`src/rtl/gcd_sub_controller.sv`:
```
// Sequencing FSM for subtraction-based Euclid GCD. Owns the A/B operand registers,
// drives an external subtractor, and returns the result over a valid/ready channel.
module gcd_sub_controller #(
    parameter int W        = 32,
    parameter int MAX_ITER = 1024,
    parameter int CNT_W    = 32
) (
    input  logic             clk,
    input  logic             reset,
    input  logic             req_valid,
    output logic             req_ready,
    input  logic [W-1:0]     req_a,
    input  logic [W-1:0]     req_b,
    output logic             resp_valid,
    input  logic             resp_ready,
    output logic [W-1:0]     resp_gcd,
    output logic             resp_err,
    output logic [CNT_W-1:0] resp_cycles,
    output logic             busy,
    output logic [W-1:0]     sub_a,
    output logic [W-1:0]     sub_b,
    input  logic [W-1:0]     sub_diff
);

    typedef enum logic [1:0] {IDLE, CALC, DONE} state_t;

    state_t           state, state_next;
    logic [W-1:0]     a_reg, b_reg;
    logic [CNT_W-1:0] cnt;
    logic [CNT_W-1:0] cnt_inc;
    logic [W-1:0]     a_step, b_step;
    logic             a_lt_b, b_zero, budget_hit;
    logic             accept, step, finish_ok, finish_err;

    // Ordering comes from a dedicated comparator; sub_diff only feeds the subtract path.
    assign a_lt_b     = a_reg < b_reg;
    assign b_zero     = (b_reg == '0);
    assign cnt_inc    = cnt + CNT_W'(1);
    assign budget_hit = (cnt_inc == CNT_W'(MAX_ITER));
    assign a_step     = a_lt_b ? b_reg : sub_diff;
    assign b_step     = a_lt_b ? a_reg : b_reg;

    assign sub_a = a_reg;
    assign sub_b = b_reg;

    always_ff @(posedge clk) begin
        if (reset) begin
            state <= IDLE;
        end else begin
            state <= state_next;
        end
    end

    always_comb begin
        state_next = state;
        accept     = 1'b0;
        step       = 1'b0;
        finish_ok  = 1'b0;
        finish_err = 1'b0;
        req_ready  = (state == IDLE) && !reset;
        resp_valid = (state == DONE);
        busy       = (state == CALC);
        case (state)
            IDLE: begin
                if (req_valid && req_ready) begin
                    accept     = 1'b1;
                    state_next = CALC;
                end
            end
            CALC: begin
                if (b_zero) begin
                    finish_ok  = 1'b1;
                    state_next = DONE;
                end else begin
                    step = 1'b1;
                    if (budget_hit) begin
                        finish_err = 1'b1;
                        state_next = DONE;
                    end
                end
            end
            DONE: begin
                if (resp_ready) begin
                    state_next = IDLE;
                end
            end
            default: state_next = IDLE;
        endcase
    end

    always_ff @(posedge clk) begin
        if (reset) begin
            a_reg       <= '0;
            b_reg       <= '0;
            cnt         <= '0;
            resp_gcd    <= '0;
            resp_err    <= 1'b0;
            resp_cycles <= '0;
        end else begin
            if (accept) begin
                a_reg    <= req_a;
                b_reg    <= req_b;
                cnt      <= '0;
                resp_err <= 1'b0;
            end
            if (busy) begin
                cnt <= cnt_inc;
            end
            if (step) begin
                a_reg <= a_step;
                b_reg <= b_step;
            end
            if (finish_ok) begin
                resp_gcd    <= a_reg;
                resp_err    <= 1'b0;
                resp_cycles <= cnt_inc;
            end
            // Budget abort reports the A value this final step produced.
            if (finish_err) begin
                resp_gcd    <= a_step;
                resp_err    <= 1'b1;
                resp_cycles <= CNT_W'(MAX_ITER);
            end
        end
    end

endmodule

```
`config.mk`:
```
export PLATFORM = sky130hd
export DESIGN_NAME = gcd_sub_controller
export DESIGN_NICKNAME = d
export VERILOG_FILES = /design/src/rtl/gcd_sub_controller.sv
export SDC_FILE = /design/constraint.sdc
export NUM_CORES = 1
export LEC_CHECK = 0
export ABC_AREA = 1
export BUFFER_PORTS_ARGS = -buffer_cell sky130_fd_sc_hd__buf_2
export CAP_MARGIN = 20
export CELL_PAD_IN_SITES_DETAIL_PLACEMENT = 0
export CELL_PAD_IN_SITES_GLOBAL_PLACEMENT = 2
export CORE_UTILIZATION = 28
export CTS_CLUSTER_SIZE = 16
export DETAILED_ROUTE_END_ITERATION = 7
export HOLD_SLACK_MARGIN = 0.12
export PLACE_DENSITY_LB_ADDON = 0.1
export SLEW_MARGIN = 40
export SYNTH_ARGS = -nofsm -noshare
export SYNTH_HDL_FRONTEND = slang
export SYNTH_SLANG_ARGS = --single-unit
```
`constraint.sdc`:
```
create_clock -name clk -period 3 [get_ports clk]
set_input_delay 0.3 -clock clk [delete_from_list [all_inputs] [get_ports clk]]
set_output_delay 0.3 -clock clk [all_outputs]
set_load 0.05 [all_outputs]
```
==> load_flow_metrics.sql <==
INSERT INTO impl_metrics (metric_group, metric, value, unit) VALUES
('logic_synthesis', 'post_synth.cell_area_avg', '6.275', 'um^2'),
('power', 'powerDensity', '728.9', 'nW/um^2'),
('worst_hold_path', 'hold_path_stages', '3', ''),
('setup_path', 'path_class', 'flip-flop to flip-flop', ''),
('route', 'detail_route.vias_per_cell', '4.686', ''),
('logic_synthesis', 'postSynthNetCount', '1612', ''),
('run', 'max-cap-violations', '0', ''),
('clock_tree', 'cts_tree', 'built', ''),
('setup_path', 'worstPathMaxFanout', '58', ''),
('sta', 'min_period', '2.746', 'ns'),
('logic_synthesis', 'synthCells', '1480', ''),
('floorplanning', 'top_level_ports', '232', ''),
('setup_path', 'timing.critical_path.required', '3.29', 'ns'),
('sta', 'timing_worst_slew_pin_value', '0.8348', 'ns'),
('sta', 'finalSetupTns', '0', 'ns'),
('setup_path', 'arrival', '3.03', 'ns'),
('logic_synthesis', 'synth_cell_types', '41', ''),
('worst_hold_path', 'holdCritPathClass', 'primary input to flip-flop', ''),
('route', 'ant_nets', '0', ''),
('route', 'dr_total_vias', '10116', ''),
('clock_tree', 'clkLatencyLatePin', '0.44', 'ns'),
('global_route', 'grt_remaining_overflow', '0', ''),
('power', 'report.power.total', '8.585', 'mW'),
('route', 'routed_wirelength', '36.93', 'mm'),
('cells_and_area', 'nFillCells', '3707', ''),
('setup_path', 'setup.worst_path.end_class', 'flip-flop', ''),
('power', 'worst_ir_drop_on_vdd', '464.8', 'uV'),
('clock_tree', 'cts.htree.levels', '4', ''),
('placement', 'buffer_ports.inserted', '231', ''),
('global_route', 'met3_resource_use_gr', '3.221', '%'),
('cells_and_area', 'mostFrequentLayoutCells', 'nand2_1 (574), buf_2 (230), dfxtp_1 (163), nor2_1 (142), a21oi_1 (113)', ''),
('clock_tree', 'clock-sinks', '163', ''),
('global_route', 'grt_first_pass_wirelength', '56.10', 'mm'),
('cells_and_area', 'layout-drive-gt1-share', '20.85', '%'),
('sta', 'count_of_final_max_slew_check_failures', '0', ''),
('route', 'drt_pass1_iterations', '5', ''),
('setup_path', 'reg2reg_setup_slack', '0.25', 'ns'),
('global_route', 'number_of_antenna_violations_at_the_first_check_in_global_routing', '0', ''),
('floorplanning', 'dieWidth', '184.1', 'um'),
('power', 'leakage', '5.485', 'nW'),
('floorplanning', 'die_height', '184.1', 'um'),
('cells_and_area', 'diodes', '0', ''),
('route', 'drt_first_iter_violations', '449', ''),
('cells_and_area', 'final_common_cell', 'nand2_1', ''),
('route', 'drt-wirelength-per-cell', '17.11', 'um'),
('global_route', 'grt_pass1_vias', '9784', ''),
('sta', 'report.final.setup_viol', '0', ''),
('logic_synthesis', 'total_standard_cell_area_after_synthesis', '9286', 'um^2'),
('floorplanning', 'dieArea', '33900', 'um^2'),
('logic_synthesis', 'yosys_warning_total', '0', ''),
('worst_hold_path', 'worst_min_delay_path_startpoint', 'req_a[22]', ''),
('sta', 'final.setup_skew', '0.01524', 'ns'),
('global_route', 'grt_max_degree', '61', ''),
('global_route', 'grt.total_usage', '21.91', '%'),
('clock_tree', 'root_buffer', 'clkbuf_16', ''),
('route', 'drcViolationCount', '0', ''),
('sta', 'max_freq', '364.1', 'MHz'),
('floorplanning', 'floorplan.initialDensity', '28.47', '%'),
('setup_path', 'worst_setup_path_start', 'sub_b[15]$_SDFFE_PP0P_', ''),
('placement', 'dpl.hpwl', '26.72', 'mm'),
('setup_path', 'regToRegStartpoint', 'sub_b[15]$_SDFFE_PP0P_', ''),
('logic_synthesis', 'synth_seq_cells', '163', ''),
('floorplanning', 'core.rowCount', '66', ''),
('sta', 'grt_setup_unrepaired', 'false', ''),
('clock_tree', 'cts.path.max_buffers', '2', ''),
('sta', 'max_slew_margin', '44.34', '%'),
('global_route', 'globalRoute.busiestLayer', 'met2', ''),
('sta', 'min_period_over_period', '91.54', '%'),
('cells_and_area', 'design.final.nets', '1838', ''),
('floorplanning', 'coreArea', '32620', 'um^2'),
('cells_and_area', 'area_growth_syn_to_layout', '26.83', '%'),
('setup_path', 'ff2ff_path_depth', '11', ''),
('placement', 'place_congestion', '0.8492', ''),
('setup_path', 'timing.critical_path.from_type', 'flip-flop', ''),
('logic_synthesis', 'synth_seq_area_share', '35.14', '%'),
('global_route', 'grt_util_met1', '27.84', '%'),
('clock_tree', 'cts.clk_slew.worst_paths', '0.07', 'ns'),
('outcome', 'outcome', 'finished clean', ''),
('sta', 'hold_violation_total_from_the_final_report', '0', ''),
('global_route', 'gr-usage-met2', '37.76', '%'),
('clock_tree', 'cts-buffers-inserted', '17', '');
==> what timing repair did <==
item | in CTS | in global routing
resized for setup | 0 | 1
setup buffers | 0 | 1
endpoints found under the setup margin | 0 | 23
hold buffers | 5 | 0
hold endpoints to repair | 5 | 0
==> sequential cells by signal, indices dropped and copies added, names as in the netlist <==
signal,flops
resp_cycles,32
state,2
sub_b,32
resp_err,1
cnt,32
resp_gcd,32
sub_a,32
==> Yosys cell counts <==
cell / count / area [um^2]
a211oi_1: 5 / 37.54
a21o_1: 1 / 7.510
a21oi_1: 114 / 570.6
a21oi_2: 5 / 43.79
a31oi_1: 23 / 143.9
and2_1: 1 / 6.260
and3_1: 1 / 6.260
buf_1: 4 / 15.01
buf_2: 8 / 40.04
buf_4: 2 / 15.01
buf_6: 1 / 11.26
buf_8: 1 / 15.01
clkbuf_1: 60 / 225.2
clkinv_1: 3 / 11.26
dfxtp_1: 163 / 3263
ha_1: 32 / 400.4
inv_1: 107 / 401.6
inv_2: 3 / 11.26
nand2_1: 576 / 2162
nand2_2: 15 / 93.84
nand2_4: 4 / 45.04
nand3_1: 80 / 400.4
nand3_2: 1 / 10.01
nand3b_1: 13 / 97.59
nand4_1: 7 / 43.79
nand4_2: 1 / 12.51
nor2_1: 146 / 548.0
nor2_2: 4 / 25.02
nor2_4: 8 / 90.09
nor2_8: 1 / 20.02
nor3_1: 4 / 20.02
nor3b_1: 1 / 7.510
nor4_1: 8 / 50.05
o211ai_1: 5 / 37.54
o21a_1: 9 / 67.56
o21ai_0: 52 / 260.3
o21ai_1: 6 / 30.03
o31ai_1: 1 / 7.510
or2_2: 1 / 6.260
xnor2_1: 1 / 8.760
xor2_1: 2 / 17.52
==> metrics by stage <==
step	std cells	setup WS [ns]	utilization, %	hold slack (ns)	cell area [um^2]
final	2159	0.2537	36.11	0.1384	11780
after CTS	2157	0.1568	36.06	0.1219	11760
after detailed placement	2122	0.1646	34.21	0.4497	11160
after global routing	2159	0.01514	36.11	0.1296	11780
after floorplan	1480	0.2589	-	0.4514	9286
after global placement	2122	0.1806	34.21	0.4482	11160
==> kinds of logic after synthesis <==
logic type,count (synthesis),synth area share [%]
adders and majority gates,32,4.311
buffers and inverters,189,8.030
xor gates and xnor gates,3,0.2830
DFF,163,35.14
and+or+nand+nor,872,39.25
AOI/OAI and AO/OA,221,12.99
==> worst max-delay path: stages, from the launching register on <==
cell and delay [ns]:
dfxtp_1 0.38, nor4_1 0.42, buf_4 0.18, nand4_1 0.13, nor2_2 0.26, nor2_4 0.05
buf_4 0.34, nand4_2 0.21, buf_4 0.33, nand2_2 0.06, nand2_1 0.15, a21oi_2 0.06
==> path summary, 6_finish.rpt <==
path,end
worst max-delay path,resp_gcd[29]$_SDFFE_PP0P_
worst min-delay path,sub_a[22]$_SDFFE_PP0P_
worst max register to register,resp_gcd[29]$_SDFFE_PP0P_
worst min register to register,resp_cycles[13]$_SDFFE_PP0P_
==> power by group <==
part	internal, mW	total, mW	switching (mW)
Clock	1.20	2.14	0.949
Sequential	2.40	2.74	0.330
Combinational	1.04	3.70	2.66
==> area by class of cell <==
type	count	area, um^2	share of cell area, %
Sequential cell	163	3263	27.71
Timing Repair Buffer	282	1667	14.15
Clock inverter	9	82.58	0.7012
Inverter	113	424.2	3.601
Tap cell	442	553.0	4.696
Multi-Input combinational cell	1129	5318	45.15
Clock buffer	21	470.5	3.994
==> layer usage <==
layer / up-vias / share of wire [%]
met5: - / 0
met4: 0 / 2.3
met3: 35 / 4.0
met2: 259 / 48
met1: 4648 / 46
li1: 5174 / -
Note: power is estimated with default switching activity, not from simulation.
